[src/rtl/rio_link_rx_ctrl.sv]
// GTP receive controller: decodes registered RocketIO words into link status,
// peer credits and a user packet stream. One data word is held so EOP can tag it.
module rio_link_rx_ctrl #(
    parameter int         DATA_WIDTH     = 16,
    parameter int         CREDIT_WIDTH   = 16,
    parameter logic [7:0] RIO_COMMA_CHAR = 8'hbc,
    parameter logic [7:0] RIO_SYN_CHAR   = 8'hf7,
    parameter logic [7:0] RIO_SKP_CHAR   = 8'hfb,
    parameter logic [7:0] RIO_SOP_CHAR   = 8'hfd,
    parameter logic [7:0] RIO_EOP_CHAR   = 8'hfe,
    parameter int         SYNC_COUNT     = 4
) (
    input  logic                    clk,
    input  logic                    rst_n,
    input  logic [DATA_WIDTH-1:0]   i_rio_rx_data,
    input  logic [1:0]              i_rio_rx_isk,
    input  logic                    i_rio_rx_err,
    input  logic                    i_rio_rx_aligned,
    output logic                    o_link_up,
    output logic                    o_sync_seen,
    output logic [CREDIT_WIDTH-1:0] o_ds_credit,
    output logic                    o_ds_credit_valid,
    output logic                    o_rx_valid,
    output logic                    o_rx_sop,
    output logic                    o_rx_eop,
    output logic [DATA_WIDTH-1:0]   o_rx_data,
    output logic                    o_rx_err
);

    localparam logic       LINK_DOWN = 1'b0;
    localparam logic       LINK_UP   = 1'b1;
    localparam logic       OUT_PKT   = 1'b0;
    localparam logic       IN_PKT    = 1'b1;
    localparam logic [7:0] SYNC_MAX  = SYNC_COUNT[7:0];

    logic [DATA_WIDTH-1:0]   data_q;
    logic [1:0]              isk_q;
    logic                    err_q, aligned_q;
    logic                    link_q, link_d;
    logic                    pkt_q, pkt_d;
    logic                    first_q, first_d;
    logic                    hold_v_q, hold_v_d;
    logic [DATA_WIDTH-1:0]   hold_q, hold_d;
    logic [7:0]              cnt_q, cnt_d;
    logic [7:0]              cnt_inc;
    logic                    sync_q, sync_d;
    logic [CREDIT_WIDTH-1:0] cred_q, cred_d;
    logic                    cred_v_q, cred_v_d;
    logic                    rx_v_q, rx_v_d;
    logic                    sop_q, sop_d;
    logic                    eop_q, eop_d;
    logic [DATA_WIDTH-1:0]   rdata_q, rdata_d;
    logic                    rerr_q, rerr_d;

    logic ctrl_w, data_w, bad_w, syn_w, sop_w, eop_w, drop_w;
    logic [7:0] char_hi;

    assign char_hi = data_q[15:8];
    assign ctrl_w  = (isk_q == 2'b11) && (data_q[7:0] == RIO_COMMA_CHAR) &&
                     ((char_hi == RIO_SYN_CHAR) || (char_hi == RIO_SKP_CHAR) ||
                      (char_hi == RIO_SOP_CHAR) || (char_hi == RIO_EOP_CHAR));
    assign data_w  = (isk_q == 2'b00) && !err_q;
    assign bad_w   = err_q || !(ctrl_w || data_w);
    assign syn_w   = ctrl_w && !err_q && (char_hi == RIO_SYN_CHAR);
    assign sop_w   = ctrl_w && !err_q && (char_hi == RIO_SOP_CHAR);
    assign eop_w   = ctrl_w && !err_q && (char_hi == RIO_EOP_CHAR);
    assign drop_w  = bad_w || !aligned_q;
    assign cnt_inc = cnt_q + 8'd1;

    always_comb begin
        link_d   = link_q;
        cnt_d    = cnt_q;
        pkt_d    = pkt_q;
        first_d  = first_q;
        hold_v_d = hold_v_q;
        hold_d   = hold_q;
        sync_d   = syn_w;
        cred_v_d = 1'b0;
        cred_d   = cred_q;
        rx_v_d   = 1'b0;
        sop_d    = 1'b0;
        eop_d    = 1'b0;
        rdata_d  = rdata_q;
        rerr_d   = 1'b0;
        if (link_q == LINK_DOWN) begin
            if (drop_w) begin
                cnt_d = '0;
            end else if (syn_w) begin
                if (cnt_inc == SYNC_MAX) begin
                    cnt_d  = '0;
                    link_d = LINK_UP;
                end else begin
                    cnt_d = cnt_inc;
                end
            end
        end else if (drop_w) begin
            // Flush a held word as a truncated packet so downstream sees an end.
            link_d = LINK_DOWN;
            rerr_d = 1'b1;
            if (pkt_q == IN_PKT && hold_v_q) begin
                rx_v_d  = 1'b1;
                sop_d   = first_q;
                eop_d   = 1'b1;
                rdata_d = hold_q;
            end
            pkt_d    = OUT_PKT;
            hold_v_d = 1'b0;
            first_d  = 1'b0;
        end else if (pkt_q == OUT_PKT) begin
            if (sop_w) begin
                pkt_d    = IN_PKT;
                first_d  = 1'b1;
                hold_v_d = 1'b0;
            end else if (data_w) begin
                cred_v_d = 1'b1;
                cred_d   = data_q[CREDIT_WIDTH-1:0];
            end else if (eop_w) begin
                rerr_d = 1'b1;
            end
        end else begin
            if (data_w) begin
                if (hold_v_q) begin
                    rx_v_d  = 1'b1;
                    sop_d   = first_q;
                    rdata_d = hold_q;
                    first_d = 1'b0;
                end
                hold_d   = data_q;
                hold_v_d = 1'b1;
            end else if (eop_w) begin
                if (hold_v_q) begin
                    rx_v_d  = 1'b1;
                    sop_d   = first_q;
                    eop_d   = 1'b1;
                    rdata_d = hold_q;
                end else begin
                    rerr_d = 1'b1;
                end
                pkt_d    = OUT_PKT;
                hold_v_d = 1'b0;
            end else if (sop_w) begin
                if (hold_v_q) begin
                    rx_v_d  = 1'b1;
                    sop_d   = first_q;
                    eop_d   = 1'b1;
                    rdata_d = hold_q;
                    rerr_d  = 1'b1;
                end
                first_d  = 1'b1;
                hold_v_d = 1'b0;
            end
        end
    end

    always_ff @(posedge clk or negedge rst_n) begin
        if (!rst_n) begin
            data_q    <= '0;
            isk_q     <= '0;
            err_q     <= 1'b0;
            aligned_q <= 1'b0;
        end else begin
            data_q    <= i_rio_rx_data;
            isk_q     <= i_rio_rx_isk;
            err_q     <= i_rio_rx_err;
            aligned_q <= i_rio_rx_aligned;
        end
    end

    always_ff @(posedge clk or negedge rst_n) begin
        if (!rst_n) begin
            link_q   <= LINK_DOWN;
            cnt_q    <= '0;
            pkt_q    <= OUT_PKT;
            first_q  <= 1'b0;
            hold_v_q <= 1'b0;
            hold_q   <= '0;
            sync_q   <= 1'b0;
            cred_q   <= '0;
            cred_v_q <= 1'b0;
            rx_v_q   <= 1'b0;
            sop_q    <= 1'b0;
            eop_q    <= 1'b0;
            rdata_q  <= '0;
            rerr_q   <= 1'b0;
        end else begin
            link_q   <= link_d;
            cnt_q    <= cnt_d;
            pkt_q    <= pkt_d;
            first_q  <= first_d;
            hold_v_q <= hold_v_d;
            hold_q   <= hold_d;
            sync_q   <= sync_d;
            cred_q   <= cred_d;
            cred_v_q <= cred_v_d;
            rx_v_q   <= rx_v_d;
            sop_q    <= sop_d;
            eop_q    <= eop_d;
            rdata_q  <= rdata_d;
            rerr_q   <= rerr_d;
        end
    end

    assign o_link_up         = link_q;
    assign o_sync_seen       = sync_q;
    assign o_ds_credit       = cred_q;
    assign o_ds_credit_valid = cred_v_q;
    assign o_rx_valid        = rx_v_q;
    assign o_rx_sop          = sop_q;
    assign o_rx_eop          = eop_q;
    assign o_rx_data         = rdata_q;
    assign o_rx_err          = rerr_q;

endmodule

[config.mk]
export PLATFORM = sky130hd
export DESIGN_NAME = rio_link_rx_ctrl
export DESIGN_NICKNAME = d
export VERILOG_FILES = /design/src/rtl/rio_link_rx_ctrl.sv
export SDC_FILE = /design/constraint.sdc
export NUM_CORES = 1
export LEC_CHECK = 0
export ABC_AREA = 1
export CORE_MARGIN = 2
export CORE_UTILIZATION = 25
export DETAILED_ROUTE_END_ITERATION = 10
export GPL_ROUTABILITY_DRIVEN = 0
export GPL_TIMING_DRIVEN = 1
export PLACE_DENSITY_LB_ADDON = 0.05
export SLEW_MARGIN = 15
export SYNTH_ARGS = -nofsm -noshare
export SYNTH_HDL_FRONTEND = slang
export SYNTH_SLANG_ARGS = --single-unit
[constraint.sdc]
create_clock -name clk -period 3.8 [get_ports clk]
set_input_delay 0.76 -clock clk [delete_from_list [all_inputs] [get_ports clk]]
set_output_delay 0.76 -clock clk [all_outputs]
set_load 0.01 [all_outputs]
After elaboration in Yosys (flattened, before gate mapping)
Index checks and enable logic that the tools add are counted.
{"block": "classes", "add_sub_neg": 1, "n_eq_ne": 10, "mux": 65, "bitwise": 4, "n_reduce_logical": 26}
{"cell": "16-bit 2-to-1 mux", "n": 7}
{"cell": "1-bit 2-to-1 mux", "n": 55}
{"cell": "8-bit equality test (second input constant)", "n": 5}
{"cell": "8-bit 2-to-1 mux", "n": 3}
{"cell": "8-bit by 1-bit adder with 8-bit output (second input constant)", "n": 1}
{"cell": "8-bit by 3-bit equality test with 1-bit output (second input constant)", "n": 1}
{"cell": "1-bit logical AND", "n": 8}
{"cell": "4-bit by 3-bit != test with 1-bit output (second input constant)", "n": 2}
{"cell": "4-bit AND reduction", "n": 2}
{"cell": "1-bit logical OR", "n": 6}
{"cell": "5-bit AND reduction", "n": 1}
{"cell": "1-bit inverter", "n": 4}
{"cell": "2-bit nonzero test", "n": 2}
{"cell": "4-bit nonzero test", "n": 1}
{"cell": "1-bit zero test", "n": 3}
{"cell": "3-bit AND reduction", "n": 1}
{"cell": "2-bit equality test (second input constant)", "n": 1}
{"cell": "2-bit zero test", "n": 1}
{"cell": "2-bit by 1-bit != test with 1-bit output (second input constant)", "n": 1}
{"cell": "2-bit AND reduction", "n": 1}
{"block": "word_totals", "register_bits": 86, "out_inout_bits": 39, "wordCells": 124}

Depth between registers and ports, before layout
Gate-level depths: netlist of run 1.
{"block": "depth", "word_depth": 13, "depth_mapped": 12, "depth_no_buf": 12}

Worst setup path after synthesis of run 1
No wires, ideal clock.
{"block": "synth_timing", "path_kind": "flip-flop to flip-flop", "startpoint": "register link_q, in the netlist o_link_up", "endpoint": "register rdata_q[10], in the netlist o_rx_data[10]", "t_arrival_ns": 1.388, "slack_ns": 2.294, "stages_incl_launch_ff": 7, "path_buffers": 1, "path_cell_list": "dfrtp_1 > clkinv_1 > nor3_1 > nand2_4 > buf_6 > nand2_1 > o21ai_2"}
{"block": "synth_between", "elab_chain_len": 1}
{"item": "start: declaration", "line": "39", "source": "logic link_q, link_d;"}
{"item": "start signal: assignment", "line": "186", "source": "link_q <= link_d;"}
{"item": "4-bit AND reduction (no source line)"}
{"item": "end signal: assignment", "line": "198", "source": "rdata_q <= rdata_d;"}
{"item": "end: declaration", "line": "52", "source": "logic [DATA_WIDTH-1:0] rdata_q, rdata_d;"}
No other way between the ends.
A chain may end at the register's enable or synchronous reset.

Final worst setup path of run 1
{"block": "layout_timing", "startpoint": "register isk_q[1]", "endpoint": "register cred_q[1], in the netlist o_ds_credit[1]"}
{"block": "layout_between", "elab_chain_len": 9, "word_cells_on_any_way": 14}
{"item": "start: declaration", "line": "37", "source": "logic [1:0] isk_q;"}
{"item": "start signal: assignment", "line": "163", "source": "isk_q <= i_rio_rx_isk;"}
{"item": "2-bit equality test", "line": "59", "source": "assign ctrl_w = (isk_q == 2'b11) && (data_q[7:0] == RIO_COMMA_CHAR) &&"}
{"item": "1-bit logical AND (2 in series)", "line": "59"}
{"item": "1-bit logical OR", "line": "63", "source": "assign bad_w = err_q || !(ctrl_w || data_w);"}
{"item": "1-bit zero test", "line": "63"}
{"item": "1-bit logical OR", "line": "63"}
{"item": "1-bit logical OR", "line": "67", "source": "assign drop_w = bad_w || !aligned_q;"}
{"item": "1-bit inverter (no source line)"}
{"item": "5-bit AND reduction (no source line) (*)"}
{"item": "end signal: assignment", "line": "193", "source": "cred_q <= cred_d;"}
{"item": "end: declaration", "line": "47", "source": "logic [CREDIT_WIDTH-1:0] cred_q, cred_d;"}
Every way passes the cells marked *; elsewhere a longest branch is shown, timed or not.

==> flow_summary.json, run 1 <==
{
  "status": "complete, no violations",
  "final_antenna_net_count": 0,
  "grt-busiest-layer": "met1",
  "numCtsBuffers": 9,
  "max_slew_margin": 0.585,
  "crit_buf_inv": 1,
  "cts_max_level": 3,
  "io_buffers": 60,
  "ios": 61,
  "dp_hpwl_mm": 6.11,
  "cp.required_ns": 4.03,
  "grt_max_degree": 50,
  "endpoint_kind": "flop",
  "most-common-layout-cells": "115 x nand2_1, 86 x dfrtp_1, 59 x clkdlybuf4s50_1",
  "grt_pass1_vias": 2571,
  "cap_violations": 0,
  "reg2reg_slack_ns": 1.60,
  "critical_path.cell_chain": "nor2_1 -> nand2_1 -> inv_2 -> nand3_1 -> nor2_4 -> nand2_1 -> o21a_1",
  "vias": 2647,
  "cts_tree": "done",
  "rsz0062_at_grt": "false",
  "seqCellArea_um2": 2150,
  "yosys.area.top_type": "dfrtp_1",
  "yosysWarnings": 0,
  "post-cts-setup-buffer-count": 0,
  "slew_viol_final": 0,
  "worst-path-max-fanout": 23,
  "num-fill-cells": 1491,
  "r2r_start": "isk_q[1]",
  "worstMarginPinSlew_ns": 0.623,
  "ys_top_cells_by_area": "dfrtp_1 60%, nand2_1 12%, inv_1 5.2%, o21ai_0 4.6%, nand3_1 3.0%",
  "setup.worst_path.start": "isk_q[1]",
  "clock-sinks": 86,
  "clkLatencyLatePin_ns": 0.35,
  "drc": 0,
  "met1_usage": 0.185,
  "core_um2": 14000,
  "r2r_cells": 7,
  "root_buffer": "clkbuf_16",
  "nNetsFinal": 474,
  "routedWlPerCell_um": 13.4,
  "grt_pass1_wl_mm": 14.2,
  "hold_violations": 0,
  "drtIter0Drc": 152,
  "fin_crit_sh": 0.579,
  "syn-num-nets": 412,
  "hold_buffers": 0,
  "areaGrowthSynthToFinish_pct": 29.6,
  "via_per_inst": 4.16,
  "synth-seq-cells": 86,
  "cp.arrival_ns": 2.43,
  "power_density_nw_per_um2": 407,
  "antenna_found_initial": 0,
  "vdd_drop_max_v": 0.000167,
  "endpoint": "o_ds_credit[1]",
  "n_antenna_cell": 0,
  "ys_seq_area_frac": 0.596,
  "cts.path.max_buffers": 2,
  "dpl.cell_count": 620,
  "syn_area_um2": 3610,
  "final_cells": 636,
  "die_h_um": 124,
  "die_area_um2": 15400,
  "ctsResizeCount": 0,
  "layout_commonest_cell": "nand2_1",
  "crit_path_top_delay_cell": "nor2_4",
  "slowest_delay_ns": 0.64,
  "path_depth": 7,
  "clk_pin_slew_ns": 0.06,
  "critPathLaunchType": "flop",
  "track_usage": 0.127,
  "min_path_type": "in -> async",
  "yosysTopAreaCellShare": 0.596,
  "grt-ovfl-total": 0,
  "dpl_cell_area_um2": 4360,
  "rr_endpoint": "o_ds_credit[1]",
  "grt.met3_usage": 0.0421,
  "rows": 43,
  "dr.pass1.iters": 4,
  "postSynthAreaPerCell_um2": 9.28,
  "cpMostUsedCell": "nand2_1",
  "synthCells": 389,
  "p_leak_nw": 2.18,
  "synth_cell_types": 29,
  "die-width_um": 124,
  "finClkSkew_ns": 0.0103,
  "drive_gt1_frac": 0.105,
  "setup_tns_ns": 0,
  "multiInputGateArea_um2": 1180,
  "crit_type": "reg -> reg",
  "grtUsageMet2": 0.169,
  "cpLargestDelayFamily": "simple AND/OR/NAND/NOR gates",
  "design_area_um2": 4680,
  "wl_mm": 8.53,
  "fmax_ghz": 0.454,
  "fin_crit_ns": 2.20,
  "setup-violations-final": 0,
  "start_util": 0.258
}
## sequential cells by signal (all words and copies together), names as in the netlist
register and flops:
first_q 1, aligned_q 1, o_ds_credit 16, o_link_up 1
cnt_q 8, o_rx_eop 1, o_ds_credit_valid 1, o_rx_data 16
o_rx_sop 1, pkt_q 1, isk_q 2, data_q 16
err_q 1, hold_v_q 1, hold_q 16, o_rx_valid 1
o_rx_err 1, o_sync_seen 1
## worst min-delay path by stage
stage | end | cells past startpoint | from | slack [ns]
2_1_floorplan | first_q | 2 | first_q | 0.45
3_3_place_gp | first_q | 2 | first_q | 0.46
3_5_place_dp | first_q | 2 | first_q | 0.47
4_1_cts | o_ds_credit_valid | 1 | rst_n | 0.45
5_1_grt | o_ds_credit_valid | 1 | rst_n | 0.48
6_report | o_ds_credit_valid | 1 | rst_n | 0.42
## cell usage after synthesis
| cell | instances |
|---|---|
| o21ai_1 | 4 |
| nand2_4 | 2 |
| nand3_2 | 2 |
| nor2_4 | 2 |
| dfrtp_1 | 86 |
| nor3_2 | 1 |
| buf_6 | 3 |
| nand2_2 | 5 |
| o21a_1 | 7 |
| nand4_1 | 5 |
| buf_8 | 1 |
| clkinv_1 | 1 |
| inv_1 | 50 |
| clkbuf_2 | 2 |
| xor2_1 | 1 |
| nand2_1 | 115 |
| nor2_2 | 4 |
| o21ai_2 | 12 |
| nor3_1 | 2 |
| nand3_1 | 22 |
| buf_2 | 3 |
| nor2_1 | 18 |
| clkbuf_1 | 1 |
| o21ai_0 | 33 |
| a21oi_1 | 3 |
| buf_4 | 1 |
| ha_1 | 1 |
| nand3_4 | 1 |
| inv_2 | 1 |
## cell families after synthesis
logic type,Yosys count,share of synthesized area
flip-flops,86,0.596
AO/OA/AOI/OAI,59,0.0991
AND/OR/NAND/NOR,179,0.221
adder cells (fa/ha/maj),1,0.00346
XOR/XNOR,1,0.00243
buffers and inverters,63,0.0776
## report_power, final
group	switching (mW)	internal (mW)	total, mW	leakage, nW
logic	0.0317	0.0245	0.0563	0.871
clock network	0.360	0.548	0.908	0.149
registers	0.0149	0.927	0.942	1.16
total	0.407	1.50	1.91	2.18
## metrics by stage
| step | util | total power [mW] | worst slack, ns | hold WS [ns] |
|---|---|---|---|---|
| after floorplan | - | 0.966 | 2.29 | 0.449 |
| after global placement | 0.312 | 1.02 | 1.49 | 0.464 |
| after detailed placement | 0.312 | 1.02 | 1.32 | 0.466 |
| after CTS | 0.334 | 1.95 | 1.32 | 0.453 |
| after global routing | 0.335 | 1.99 | 1.23 | 0.478 |
| final | 0.335 | 1.91 | 1.60 | 0.422 |
## area by class of cell
type | instances | share of cell area
tap | 180 | 0.0481
inverter | 52 | 0.0417
clock inverter | 4 | 0.0118
multi-input combinational | 240 | 0.253
timing repair buffer | 62 | 0.131
clock buffer | 12 | 0.0548
sequential | 86 | 0.460
## metal layers
layer	vias to the layer above	wire, µm
li1	1338	-
met4	0	129
met1	1250	4420
met5	-	0
met3	13	402
met2	46	3580
Power figures use the tool's default switching activity.
==> run 2, diff against run 1 <==
Clock period 3.8 ns to 2.1 ns, I/O delays scaled along.
==> flow_summary.json, run 2 (synthesis gave the netlist of run 1 again) <==
{
  "final_antenna_net_count": 0,
  "setup_tns_ns": 0,
  "power.total_mw": 3.46,
  "cap_violations": 0,
  "fin_crit_ns": 1.84,
  "drive_gt1_frac": 0.123,
  "fmax_ghz": 0.542,
  "numCtsBuffers": 9,
  "crit_type": "reg -> reg",
  "dr.pass1.iters": 4,
  "nNetsFinal": 483,
  "grt-ovfl-total": 0,
  "finClkSkew_ns": 0.00837,
  "routedWlPerCell_um": 13.2,
  "grt_pass1_wl_mm": 14.3,
  "rows": 43,
  "hold_violations": 0,
  "dp_hpwl_mm": 6.19,
  "start_util": 0.258,
  "seqCellArea_um2": 2150,
  "post-cts-setup-buffer-count": 0,
  "die_area_um2": 15400,
  "cp.required_ns": 2.36,
  "cts_max_level": 3,
  "max_slew_margin": 0.638,
  "hold_buffers": 0,
  "power_density_nw_per_um2": 726,
  "dpl.cell_count": 629,
  "via_per_inst": 4.07,
  "track_usage": 0.125,
  "clock-sinks": 86,
  "p_leak_nw": 2.23,
  "r2r_start": "data_q[6]",
  "vias": 2628,
  "critPathLaunchType": "flop",
  "layout_commonest_cell": "nand2_1",
  "drc": 0,
  "endpoint_kind": "flop",
  "rr_endpoint": "o_rx_data[3]",
  "setup-violations-final": 0,
  "num-fill-cells": 1461,
  "clkLatencyLatePin_ns": 0.34,
  "r2r_cells": 9,
  "endpoint": "o_rx_data[3]",
  "antenna_found_initial": 0,
  "worstMarginPinSlew_ns": 0.543,
  "reg2reg_slack_ns": 0.26,
  "wl_mm": 8.54,
  "grt_pass1_vias": 2664,
  "timing.hold.ws_ns": 0.0615,
  "drtIter0Drc": 178,
  "slew_viol_final": 0,
  "n_antenna_cell": 0,
  "rsz0062_at_grt": "false",
  "vdd_drop_max_v": 0.000289,
  "setup.worst_path.start": "data_q[6]",
  "ctsResizeCount": 0,
  "cp.arrival_ns": 2.11,
  "areaGrowthSynthToFinish_pct": 32.1,
  "min_path_type": "in -> async",
  "die_h_um": 124,
  "most-common-layout-cells": "115 x nand2_1, 86 x dfrtp_1, 59 x clkdlybuf4s50_1",
  "status": "complete, no violations",
  "io_buffers": 60,
  "grt_max_degree": 42,
  "final_cells": 645,
  "root_buffer": "clkbuf_16",
  "die-width_um": 124,
  "multiInputGateArea_um2": 1180,
  "fin_crit_sh": 0.878,
  "ios": 61,
  "cts_tree": "done",
  "worst-path-max-fanout": 34,
  "clk_pin_slew_ns": 0.06,
  "core_um2": 14000,
  "cts.path.max_buffers": 2
}
[run 2: changes by cell type in the layout (fill, tap and decap cells not counted), sizes merged]
cell  delta
buf      +9
[run 2: worst min-delay path by stage]
| stage | start | end | slack [ns] | depth (start not counted) |
|---|---|---|---|---|
| 6_report | rst_n | o_ds_credit_valid | 0.06 | 1 |
| 5_1_grt | rst_n | o_ds_credit[2] | 0.11 | 1 |
| 4_1_cts | rst_n | o_ds_credit_valid | 0.08 | 1 |
| 3_5_place_dp | rst_n | o_ds_credit_valid | 0.45 | 1 |
| 3_3_place_gp | rst_n | o_ds_credit_valid | 0.45 | 1 |
| 2_1_floorplan | rst_n | aligned_q | 0.12 | 0 |
[run 2: area by class of cell]
class                           instances  share of cell area
Multi-Input combinational cell        240               0.247
Inverter                               52              0.0409
Clock inverter                          4              0.0115
Tap cell                              180              0.0472
Timing Repair Buffer                   71               0.148
Sequential cell                        86               0.451
Clock buffer                           12              0.0538
[run 2: critical path, cell delays in order (launching register included)]
cell and delay, ns:
dfrtp_1 0.43, nor3_2 0.24, nand3_1 0.11, nor2_2 0.17, nand2_2 0.09, nand2_4 0.10
nand3_4 0.07, nand2_4 0.33, nand2_1 0.12, o21ai_2 0.07
[run 2: through the flow]
stage / setup slack [ns] / util / area [µm²]
finish: 0.256 / 0.341 / 4770
floorplan: 0.594 / - / 3610
global route: 0.0264 / 0.341 / 4770
CTS: 0.200 / 0.341 / 4770
detailed placement: 0.219 / 0.319 / 4460
global placement: 0.271 / 0.319 / 4460
[run 2: report_power, final]
part	switching, mW	internal (mW)	total [mW]
Combinational	0.0634	0.0508	0.114
Sequential	0.0194	1.68	1.70
Clock	0.660	0.991	1.65
[run 2: routing by layer]
layer | track usage | wire, µm
met5 | 0 | 0
met4 | 0.0604 | 171
met3 | 0.0288 | 350
met2 | 0.165 | 3460
met1 | 0.188 | 4550
==> run 3, diff against run 2 <==
--- a/constraint.sdc
+++ b/constraint.sdc
@@ -3,2 +3,2 @@
 set_output_delay 0.42 -clock clk [all_outputs]
-set_load 0.01 [all_outputs]
+set_load 0.05 [all_outputs]
==> flow_summary.json, run 3 (synthesis gave the netlist of run 1 again) <==
{
  "status": "complete, no violations",
  "drc": 0,
  "slew_viol_final": 0,
  "rows": 43,
  "cap_violations": 0,
  "setup_tns_ns": 0,
  "crit_buf_inv": 1,
  "max_slew_margin": 0.536,
  "dpl_cell_area_um2": 4450,
  "most-common-layout-cells": "115 x nand2_1, 86 x dfrtp_1, 58 x clkdlybuf4s50_1",
  "path_depth": 1,
  "clk_pin_slew_ns": 0.06,
  "worstMarginPinSlew_ns": 0.690,
  "post-cts-setup-buffer-count": 0,
  "rsz0062_at_grt": "false",
  "final_antenna_net_count": 0,
  "hold_violations": 0,
  "p_leak_nw": 2.23,
  "num-fill-cells": 1469,
  "finClkSkew_ns": 0.00453,
  "routedWlPerCell_um": 13.5,
  "setup-violations-final": 0,
  "cp.required_ns": 1.68,
  "track_usage": 0.127,
  "grt_max_degree": 37,
  "power_frac_clock": 0.474,
  "worst-path-max-fanout": 2,
  "seqCellArea_um2": 2150,
  "io_buffers": 60,
  "antenna_found_initial": 0,
  "ios": 61,
  "power_density_nw_per_um2": 722,
  "drive_gt1_frac": 0.123,
  "numCtsBuffers": 9,
  "wl_mm": 8.73,
  "n_antenna_cell": 0,
  "cp.arrival_ns": 1.54,
  "start_util": 0.258,
  "cpLargestDelayFamily": "buffers and inverters",
  "die_h_um": 124,
  "p_int_mw": 2.71,
  "min_path_type": "in -> async",
  "fin_crit_ns": 1.96,
  "crit_type": "reg -> out",
  "multiInputGateArea_um2": 1190,
  "vdd_drop_max_v": 0.000273,
  "r2r_cells": 8,
  "via_per_inst": 4.13,
  "hold_buffers": 0,
  "areaGrowthSynthToFinish_pct": 32.0,
  "grt_pass1_wl_mm": 14.4,
  "root_buffer": "clkbuf_16",
  "endpoint_kind": "primary output",
  "clock-sinks": 86,
  "seqPwrFrac": 0.493,
  "core_um2": 14000,
  "power.total_mw": 3.44,
  "comb_power_share": 0.033,
  "grt_pass1_vias": 2666,
  "vias": 2664,
  "crit_path_top_delay_cell": "clkdlybuf4s50_1",
  "grt-ovfl-total": 0,
  "p_sw_frac": 0.212,
  "drtIter0Drc": 170,
  "layout_commonest_cell": "nand2_1",
  "clkLatencyLatePin_ns": 0.34,
  "fmax_ghz": 0.510,
  "fin_crit_sh": 0.934,
  "nNetsFinal": 483,
  "slowest_delay_ns": 0.82,
  "die_area_um2": 15400,
  "dr.pass1.iters": 4,
  "dp_hpwl_mm": 6.36,
  "cts_tree": "done",
  "cts.path.max_buffers": 2,
  "critPathLaunchType": "flop",
  "switching_power_mw": 0.729,
  "cts_max_level": 3,
  "design_area_um2": 4770,
  "critical_path.cell_chain": "clkdlybuf4s50_1",
  "die-width_um": 124
}
[run 3: path summary, 6_finish.rpt]
| check | end | slack (ns) | from |
|---|---|---|---|
| min in group clk | first_q | 0.48 | first_q |
| worst max-delay path | o_ds_credit[6] | 0.14 | o_ds_credit[6] |
| max in group asynchronous | o_rx_data[11] | 1.49 | rst_n |
| worst min register to register | first_q | 0.48 | first_q |
| worst min-delay path | o_ds_credit_valid | 0.03 | rst_n |
| worst max register to register | o_ds_credit[8] | 0.35 | data_q[6] |
[run 3: per-stage QoR]
stage	worst slack [ns]	hold slack, ns	instances	utilization
6_report	0.138	0.0306	645	0.341
5_1_grt	0.0723	0.0673	645	0.341
4_1_cts	0.109	0.0482	645	0.340
3_5_place_dp	0.249	0.422	629	0.318
3_3_place_gp	0.272	0.420	629	0.318
2_1_floorplan	0.209	0.124	389	-
[run 3: power by group through the flow]
stage / sequential (mW) / combinational (mW) / clock (mW)
floorplan: 1.72 / 0.0274 / 0
global placement: 1.73 / 0.121 / 0
detailed placement: 1.73 / 0.120 / 0
CTS: 1.70 / 0.120 / 1.69
global route: 1.70 / 0.131 / 1.77
finish: 1.70 / 0.115 / 1.63
[run 3: layer usage]
metal | track usage | share of wire | up-vias
li1 | - | - | 1363
met1 | 0.186 | 0.52 | 1236
met2 | 0.169 | 0.41 | 51
met3 | 0.0307 | 0.045 | 14
met4 | 0.0681 | 0.024 | 0
met5 | 0 | 0 | -
[run 3: timing repair]
item                                    4_1_cts  5_1_grt
gates resized for setup                       0        1
hold endpoints to repair                      0        0
endpoints found under the setup margin        0        1
[run 3: area by class of cell]
| class | instances | share of cell area |
|---|---|---|
| Multi-Input combinational cell | 240 | 0.249 |
| Timing Repair Buffer | 71 | 0.148 |
| Sequential cell | 86 | 0.452 |
| Clock buffer | 13 | 0.0546 |
| Tap cell | 180 | 0.0473 |
| Clock inverter | 3 | 0.00893 |
| Inverter | 52 | 0.0410 |
